**src/rtl/cpu_pkg.sv**
```systemverilog
// rtl/cpu_pkg.sv - opcode constants and operand-class helpers shared by the ID stage
package cpu_pkg;

  localparam logic [6:0] OP_R     = 7'b0110011;
  localparam logic [6:0] OP_I     = 7'b0010011;
  localparam logic [6:0] OP_IW    = 7'b0011011;
  localparam logic [6:0] OP_S     = 7'b0100011;
  localparam logic [6:0] OP_B     = 7'b1100011;
  localparam logic [6:0] OP_LUI   = 7'b0110111;
  localparam logic [6:0] OP_AUIPC = 7'b0010111;
  localparam logic [6:0] OP_JAL   = 7'b1101111;
  localparam logic [6:0] OP_JALR  = 7'b1100111;
  localparam logic [6:0] OP_LOAD  = 7'b0000011;

  typedef struct packed {
    logic        valid;
    logic [31:0] instr;
    logic [31:0] pc;
  } slot_t;

  // Unknown opcodes fall to default: no sources, no destination.
  function automatic logic uses_rs1(input logic [6:0] op);
    case (op)
      OP_R, OP_I, OP_IW, OP_S, OP_B, OP_JALR, OP_LOAD: uses_rs1 = 1'b1;
      default:                                         uses_rs1 = 1'b0;
    endcase
  endfunction

  function automatic logic uses_rs2(input logic [6:0] op);
    case (op)
      OP_R, OP_S, OP_B: uses_rs2 = 1'b1;
      default:          uses_rs2 = 1'b0;
    endcase
  endfunction

  function automatic logic writes_rd(input logic [6:0] op, input logic [4:0] rd);
    case (op)
      OP_R, OP_I, OP_IW, OP_LUI, OP_AUIPC, OP_JAL, OP_JALR, OP_LOAD:
        writes_rd = (rd != 5'd0);
      default:
        writes_rd = 1'b0;
    endcase
  endfunction

endpackage

```
**src/rtl/reg_scoreboard.sv**
```systemverilog
// rtl/reg_scoreboard.sv - pending-writer mask and in-flight writer counter
module reg_scoreboard #(
  parameter int MAX_INFLIGHT = 4
) (
  input  logic       clk,
  input  logic       rst_n,
  input  logic       set_valid,
  input  logic [4:0] set_rd,
  input  logic       clr_valid,
  input  logic [4:0] clr_rd,
  input  logic [4:0] rd_a_addr,
  output logic       rd_a_busy,
  input  logic [4:0] rd_b_addr,
  output logic       rd_b_busy,
  input  logic [4:0] dst_addr,
  output logic       dst_busy,
  output logic       full
);

  localparam int IW = $clog2(MAX_INFLIGHT + 1);

  logic [31:0]   pending_q, pending_d;
  logic [IW-1:0] inflight_q, inflight_d;
  logic          dec_ok;

  assign dec_ok = clr_valid & (inflight_q != '0);

  always_comb begin
    pending_d  = pending_q;
    inflight_d = inflight_q;
    // Clear first so a same-register set in the same cycle wins.
    if (clr_valid) pending_d[clr_rd] = 1'b0;
    if (set_valid) pending_d[set_rd] = 1'b1;
    if (set_valid && !dec_ok)      inflight_d = inflight_q + IW'(1);
    else if (!set_valid && dec_ok) inflight_d = inflight_q - IW'(1);
  end

  always_ff @(posedge clk) begin
    if (!rst_n) begin
      pending_q  <= '0;
      inflight_q <= '0;
    end else begin
      pending_q  <= pending_d;
      inflight_q <= inflight_d;
    end
  end

  assign rd_a_busy = pending_q[rd_a_addr];
  assign rd_b_busy = pending_q[rd_b_addr];
  assign dst_busy  = pending_q[dst_addr];
  assign full      = (inflight_q == IW'(MAX_INFLIGHT));

endmodule

```
**src/rtl/decode_issue_ctrl.sv**
```systemverilog
// rtl/decode_issue_ctrl.sv - ID-stage slot, RAW/WAW hazard check and issue handshake
module decode_issue_ctrl
  import cpu_pkg::*;
#(
  parameter int MAX_INFLIGHT = 4,
  parameter int CNT_W        = 16
) (
  input  logic             clk,
  input  logic             rst_n,
  input  logic             fetch_valid,
  output logic             fetch_ready,
  input  logic [31:0]      fetch_instr,
  input  logic [31:0]      fetch_pc,
  output logic [31:0]      dec_instr,
  output logic [31:0]      dec_pc,
  input  logic [6:0]       dec_opcode,
  input  logic [4:0]       dec_rd,
  input  logic [4:0]       dec_rs1,
  input  logic [4:0]       dec_rs2,
  output logic             iss_valid,
  input  logic             iss_ready,
  output logic [31:0]      iss_instr,
  output logic [31:0]      iss_pc,
  input  logic             wb_valid,
  input  logic [4:0]       wb_rd,
  input  logic             flush,
  output logic [CNT_W-1:0] stall_count
);

  slot_t            slot_q, slot_d;
  logic [CNT_W-1:0] stall_count_q, stall_count_d;

  logic use1, use2, wrd;
  logic rs1_busy, rs2_busy, rd_busy, sb_full;
  logic hazard, issue;

  assign use1 = uses_rs1(dec_opcode);
  assign use2 = uses_rs2(dec_opcode);
  assign wrd  = writes_rd(dec_opcode, dec_rd);

  reg_scoreboard #(.MAX_INFLIGHT(MAX_INFLIGHT)) u_sb (
    .clk       (clk),
    .rst_n     (rst_n),
    .set_valid (issue & wrd),
    .set_rd    (dec_rd),
    .clr_valid (wb_valid),
    .clr_rd    (wb_rd),
    .rd_a_addr (dec_rs1),
    .rd_a_busy (rs1_busy),
    .rd_b_addr (dec_rs2),
    .rd_b_busy (rs2_busy),
    .dst_addr  (dec_rd),
    .dst_busy  (rd_busy),
    .full      (sb_full)
  );

  assign hazard = slot_q.valid &
                  ((use1 & (dec_rs1 != 5'd0) & rs1_busy) |
                   (use2 & (dec_rs2 != 5'd0) & rs2_busy) |
                   (wrd & (rd_busy | sb_full)));

  // Gated by rst_n so nothing can issue in a reset cycle.
  assign iss_valid   = rst_n & slot_q.valid & ~hazard & ~flush;
  assign issue       = iss_valid & iss_ready;
  assign fetch_ready = ~flush & (~slot_q.valid | issue);

  always_comb begin
    slot_d        = slot_q;
    stall_count_d = stall_count_q;
    if (flush) begin
      slot_d.valid = 1'b0;
    end else if (fetch_valid && fetch_ready) begin
      slot_d.valid = 1'b1;
      slot_d.instr = fetch_instr;
      slot_d.pc    = fetch_pc;
    end else if (issue) begin
      slot_d.valid = 1'b0;
    end
    if (slot_q.valid && !iss_valid && !flush && (stall_count_q != {CNT_W{1'b1}}))
      stall_count_d = stall_count_q + CNT_W'(1);
  end

  always_ff @(posedge clk) begin
    if (!rst_n) begin
      slot_q        <= '0;
      stall_count_q <= '0;
    end else begin
      slot_q        <= slot_d;
      stall_count_q <= stall_count_d;
    end
  end

  assign dec_instr   = slot_q.instr;
  assign dec_pc      = slot_q.pc;
  assign iss_instr   = slot_q.instr;
  assign iss_pc      = slot_q.pc;
  assign stall_count = stall_count_q;

endmodule

```
**config.mk**
```make
export PLATFORM = sky130hd
export DESIGN_NAME = decode_issue_ctrl
export DESIGN_NICKNAME = d
export VERILOG_FILES = /design/src/rtl/cpu_pkg.sv /design/src/rtl/reg_scoreboard.sv /design/src/rtl/decode_issue_ctrl.sv
export SDC_FILE = /design/constraint.sdc
export NUM_CORES = 1
export LEC_CHECK = 0
export ABC_AREA = 1
export CAP_MARGIN = 20
export CORE_AREA = 2 2 155 157
export CTS_BUF_LIST = sky130_fd_sc_hd__clkbuf_8
export DETAILED_ROUTE_END_ITERATION = 8
export DIE_AREA = 0 0 157 159
export PLACE_DENSITY = 0.67
export SLEW_MARGIN = 20
export SYNTH_ARGS = -nofsm -noshare
export SYNTH_HDL_FRONTEND = slang
export SYNTH_SLANG_ARGS = --single-unit
export TNS_END_PERCENT = 50
```
**constraint.sdc**
```tcl
create_clock -name clk -period 8.3 [get_ports clk]
set_input_delay 1.66 -clock clk [delete_from_list [all_inputs] [get_ports clk]]
set_output_delay 1.66 -clock clk [all_outputs]
set_load 0.1 [all_outputs]
```
### After elaboration in Yosys (flattened, before gate mapping)

Index checks and enable logic that the tools add are counted.

* output and inout bits: 146
* word-level logic and storage cells: 93
* flip-flop bits (word level): 116
* memories kept: 0
* bits in read-only memories: 0
* input port bits: 97
* memory bits (writable): 0
* latch bits: 0

* equality and inequality tests: 12
* shift-type cells: 0
* multipliers: 0
* $lt $le $gt $ge: 6
* divide/modulo/power cells: 0
* mux-type cells: 19
* $add $sub $neg: 3
* bitwise gates (word level): 24
* reduce and logical (&&, ||, !) cells: 23

Operators by type and width (number)
* 2-to-1 mux 32 bit: 2
* bitwise AND 32 bit: 1
* NOT 32 bit: 1
* OR 32 bit: 1
* less-than comparator 5 x 6 -> 1 bit (second input constant): 4
* == test 7 x 5 -> 1 bit (second input constant): 3
* == test 7 x 6 -> 1 bit (second input constant): 3
* == test 7 bit (second input constant): 3
* adder 16 x 1 -> 16 bit (second input constant): 1
* != test 16 bit (second input constant): 1
* binary-select mux 1 bit (select 5 bit): 3
* nonzero test 5 bit: 3
* bitwise AND 1 bit: 13
* demux 1 bit (select 5 bit): 2
* greater-or-equal comparator 5 x 1 -> 1 bit (second input constant): 2
* 2-to-1 mux 1 bit: 10
* logical AND 1 bit: 8
* OR reduction 8 bit: 1
* == test 7 x 2 -> 1 bit (second input constant): 1
* OR reduction 7 bit: 1
* 2-to-1 mux 3 bit: 2
* zero test 1 bit: 4
* NOT 1 bit: 4
* OR 1 bit: 4
* other kinds (8): 9

### Longest topological paths before layout

* word-level depth: 17
* mapped depth: 23
* depth with buffers taken out: 20

### Cells and area by module

A second synthesis with hierarchy kept.

* cells, all modules: 1292
* area, all modules: 7981.4 um2

Modules (own cells, without submodules)
* decode_issue_ctrl: cells each 872, sequential area each 1621.6 um2, area each 5514.0 um2, times used 1
* reg_scoreboard: cells each 420, sequential area each 700.7 um2, area each 2467.4 um2, times used 1

### Least setup slack after synthesis

No wires, ideal clock.

* path type: input port to output port
* start: input port dec_rd[1]
* end: output port fetch_ready
* stages: 14
* data arrival time: 4594 ps
* buffers on the path: 2
* data required time: 6640 ps
* setup slack: 2046 ps
* cells stage by stage: buf_4 -> inv_4 -> buf_6 -> nand3_1 -> nand4_1 -> nand2_1 -> nand2_1 -> nor2_1 -> nand2_1 -> nand2_1 -> nand2_1 -> nor2_4 -> nand2_2 -> a21oi_1

* longest elaborated chain between the ends: 12
* elaborated cells on any way between the ends: 14
* those cells by class: 3 x mux; 10 x bitwise; 1 x reduce/logical

RTL lines
* start: declaration: line decode_issue_ctrl.sv:17 `input logic [4:0] dec_rd,`
* binary-select mux 1 bit (select 5 bit): line reg_scoreboard.sv:50 `assign dst_busy = pending_q[dst_addr];`
* 2-to-1 mux 1 bit (implied by the code): line reg_scoreboard.sv:50
* OR 1 bit: line decode_issue_ctrl.sv:60 `(wrd & (rd_busy | sb_full)));`
* bitwise AND 1 bit (*): line decode_issue_ctrl.sv:60
* OR 1 bit (*): line decode_issue_ctrl.sv:59 `(use2 & (dec_rs2 != 5'd0) & rs2_busy) |`
* bitwise AND 1 bit (*): line decode_issue_ctrl.sv:57 `assign hazard = slot_q.valid &`
* NOT 1 bit (*): line decode_issue_ctrl.sv:63 `assign iss_valid = rst_n & slot_q.valid & ~hazard & ~flush;`
* bitwise AND 1 bit (*) (2 in a row): line decode_issue_ctrl.sv:63
* via iss_valid: line decode_issue_ctrl.sv:20 `output logic iss_valid,`
* bitwise AND 1 bit (*): line decode_issue_ctrl.sv:64 `assign issue = iss_valid & iss_ready;`
* OR 1 bit (*): line decode_issue_ctrl.sv:65 `assign fetch_ready = ~flush & (~slot_q.valid | issue);`
* bitwise AND 1 bit (*): line decode_issue_ctrl.sv:65
* end: declaration: line decode_issue_ctrl.sv:11 `output logic fetch_ready,`

Mark *: on every way through the listed nets, which the timed path passes. The rest lies on a longest branch. The select of a mux whose other input is x is not followed.

### Final worst setup path

* start: input port dec_rd[0]
* end: output port fetch_ready

* longest elaborated chain between the ends: 12
* elaborated cells on any way between the ends: 14
* those cells by class: 3 x mux; 10 x bitwise; 1 x reduce/logical

RTL lines (line)
* binary-select mux 1 bit (select 5 bit): reg_scoreboard.sv:50
* 2-to-1 mux 1 bit (implied by the code): reg_scoreboard.sv:50
* OR 1 bit: decode_issue_ctrl.sv:60
* bitwise AND 1 bit (*): decode_issue_ctrl.sv:60
* OR 1 bit (*): decode_issue_ctrl.sv:59
* bitwise AND 1 bit (*): decode_issue_ctrl.sv:57
* NOT 1 bit (*): decode_issue_ctrl.sv:63
* bitwise AND 1 bit (*) (2 in a row): decode_issue_ctrl.sv:63
* bitwise AND 1 bit (*): decode_issue_ctrl.sv:64
* OR 1 bit (*): decode_issue_ctrl.sv:65
* bitwise AND 1 bit (*): decode_issue_ctrl.sv:65

Every way passes the cells marked *; elsewhere a longest branch is shown, timed or not. The select of a mux whose other input is x is not followed.

==> metrics.md <==
| Metric | Value |
|---|---|
| Status | `completed` |
| Antenna diode count | `0` |
| Most frequent cells in the layout | `nand2_1, clkdlybuf4s50_1, inv_1, nor2_1, dfxtp_1` |
| Die area | `between 20000 and 25000 sq um` |
| Dominant cell type by area after synthesis | `dfxtp_1` |
| Grt total ovfl | `0` |
| Row cnt | `56` |
| Commonest non-fill, non-tap cell in the layout | `nand2_1` |
| Final nets | `1493` |
| Clock skew | `~16 ps` |
| Final setup violation count | `0` |
| Slew @ Worst Pin | `1020 ps` |
| Pins Over Slew Limit | `0` |
| Clock Latency Late Sink | `around 440 ps` |
| Slowest cell on crit path | `clkdlybuf4s50_1` |
| Worst hold path depth | `2` |
| Fin. Hold Viols | `0` |
| FF-to-FF Start | `u_sb.pending_q[19]` |
| Synth Register Bits | `between 100 and 150` |
| Post-synth EDFFs | `0` |
| CTS tree | `built` |
| Register area share after synthesis | `0.289` |
| Detail Placement HPWL | `16400 um` |
| Main synth FF type | `dfxtp_1` |
| First-pass GRT wire length | `around 38000 um` |
| Critical R2R Capture | `u_sb.inflight_q[2]` |
| Maximum vdd drop | `approximately 100 uV` |
| MaxCap Viol Count | `0` |
| CP cell instances | `clkdlybuf4s50_1 -> inv_2 -> nand2_1 -> nand2_1 -> nand2_1 -> nand2_1 -> nand2_1 -> nand2_1 -> nor2_1 -> nand2_1 -> nand2_1 -> nand2_1 -> nor2_4 -> nand2_2 -> a21oi_1 -> clkdlybuf4s50_1` |
| Layout cells sized above 1 | `0.0363` |
| Initial Util | `0.347` |
| Post-synthesis compound-gate area fraction | `0.0588` |
| Syn Inst Count | `around 1300` |
| Crit. Startpoint | `dec_rd[0]` |
| Gr usage total | `0.189` |
| Core ar. | `between 20000 and 25000 sq um` |
| Pre-Repair DR Iteration Count | `5` |
| Syn. warnings | `0` |
| Data required, critical path | `about 6600 ps` |
| Number of global-route vias before repair | `between 7000 and 8000` |
| Hold EP | `stall_count[15]` |
| Clock sinks | `between 100 and 150` |
| Largest net degree at the start of global routing | `73` |
| Syn_nets | `1416` |
| Worst hold path class | `reg2reg` |
| Crit-path max cell delay | `approximately 1200 ps` |
| Num CTS Buffers | `17` |
| DR vias/cell | `about 4.6` |
| Worst R2R Path Depth | `17` |
| Post_cts resized | `0` |
| Worst path arrival time | `between 5000 and 6000 ps` |
| XOR/XNOR Fraction of Synth Area | `0.0131` |
| Hold_sp | `stall_count[15]` |
| Async S/R FF share, synth | `0` |
| Yosys top cell area share | `0.289` |
| Crit path max fanout | `20` |
| Rel. slew slack | `0.318` |
| Syn avg cell area | `between 6 and 7 sq um` |
| Final GP Congestion | `slightly below 0.9` |
| Initial antenna violation count | `0` |
| Most used cell along the critical path | `nand2_1` |
| Clk buf depth | `2` |
| Setup bufs post-CTS | `0` |
| Flop-to-flop setup slack | `around 5000 ps` |
| Antenna viol nets, final | `0` |
| Synth area leaders | `dfxtp_1, nand2_1, buf_4` |
| Syn-to-layout area delta | `24.4%` |
| Drt first-iter violations | `approximately 550` |
| LEAKAGE | `4.47 nW` |
| Post-synthesis mux area share | `0` |
| Mapped Area | `slightly above 8000 sq um` |
| Hold buffers post-CTS | `0` |
| Setup Crit Path Kind | `in2out` |
| # DRC | `0` |
| H-tree Lvls | `4` |
| Largest family of logic cells by synthesized area | `simple AND/OR/NAND/NOR gates` |
| Via count | `7995` |
| Chip width | `roughly 160 um` |
| Hold Slack | `a little under 500 ps` |
| Die height | `around 160 um` |
| Final wirelength | `23900 um` |
| Worst-path clk slew | `around 80 ps` |
| Adder-cell share of the synthesized area | `0.00560` |
| Num ports | `approximately 240` |
| Post-synthesis cell type count | `28` |
| Max Clock Freq | `~150 MHz` |
| Unrepaired setup endpoints after global routing | `false` |
| Startpoint Class | `primary input` |
| DR WL/cell | `13.8 um` |
| Buffers on Ports | `242` |
| CP endpoint kind | `output port` |
| Final TNS setup | `0 ps` |
| Power Density | `between 150 and 200 nW/um^2` |
| Fin crit period | `between 6000 and 7000 ps` |
| CTS root buf | `clkbuf_8` |
| Final period utilization | `0.828` |
| Post-Synth Simple-Gate Area | `0.355` |
[power breakdown]
| part | leakage [nW] | total, W | switching, W | internal [W] |
|---|---|---|---|---|
| sequential | 0.947 | 0.000609 | 0.0000251 | 0.000584 |
| combinational | 3.30 | 0.000619 | 0.000461 | 0.000158 |
| clock | 0.218 | 0.000591 | 0.000261 | 0.000331 |
| total | 4.47 | 0.00182 | 0.000747 | 0.00107 |
[logic make-up after synthesis]
kind of cell | Yosys count
simple gates | 659
buf+inv | 433
flops | 116
compound gates | 93
xor+xnor | 12
fa+ha+maj | 3
[state kept, by name (all words and copies together) (netlist names)]
| name | flops |
|---|---|
| slot_q | 1 |
| u_sb.pending_q | 32 |
| dec_pc | 32 |
| u_sb.inflight_q | 3 |
| dec_instr | 32 |
| stall_count | 16 |
[Yosys cell counts (2+ instances only)]
cell / number
a21oi_1: 51
buf_1: 9
buf_2: 14
buf_4: 135
buf_6: 12
clkbuf_1: 19
dfxtp_1: 116
ha_1: 2
inv_1: 239
inv_2: 4
nand2_1: 336
nand2_2: 2
nand3_1: 85
nand3_2: 3
nand3b_1: 2
nand4_1: 83
nor2_1: 126
nor3_1: 19
o21ai_0: 40
xnor2_1: 3
xor2_1: 9
[per-layer routing]
layer / vias up / wire, um / track usage
li1: 4077 / - / -
met1: 3590 / 10500 / 0.257
met2: 311 / 11100 / 0.306
met3: 17 / 2010 / 0.0400
met4: 0 / 229 / 0.0455
met5: - / 0 / 0
[worst max-delay path, delay by kind of cell]
kind / cells / cell delay (ps)
AOI/OAI and AO/OA: 1 / 200
and+or+nand+nor: 12 / 980
buffers and inverters: 3 / 2370
[area by class of cell]
type / instances / area (sq um)
Clock buffer: 17 / 234
Clock inverter: 14 / 205
Fill cell: 2503 / 13200
Inverter: 244 / 918
Multi-Input combinational cell: 767 / 3480
Sequential cell: 116 / 2320
Tap cell: 319 / 399
Timing Repair Buffer: 247 / 2450
[through the flow]
stage / setup WS [ps] / instances / total power (W) / cell area [sq um] / utilization
after floorplan: 2050 / 1316 / 0.00114 / 8040 / -
after global placement: 1510 / 1693 / 0.00124 / 9570 / 0.413
after detailed placement: 1470 / 1693 / 0.00124 / 9570 / 0.413
after CTS: 1440 / 1724 / 0.00184 / 10000 / 0.431
after global routing: 1160 / 1724 / 0.00191 / 10000 / 0.432
final: 1430 / 1724 / 0.00182 / 10000 / 0.432
[how the worst max path moves through the flow]
stage | slack, ps | to | depth (start not counted)
after global routing | 1160 | fetch_ready | 16
after floorplan | 2050 | fetch_ready | 14
after detailed placement | 1470 | fetch_ready | 16
after global placement | 1510 | fetch_ready | 16
final | 1430 | fetch_ready | 16
after CTS | 1440 | fetch_ready | 16
Power figures use the tool's default switching activity.
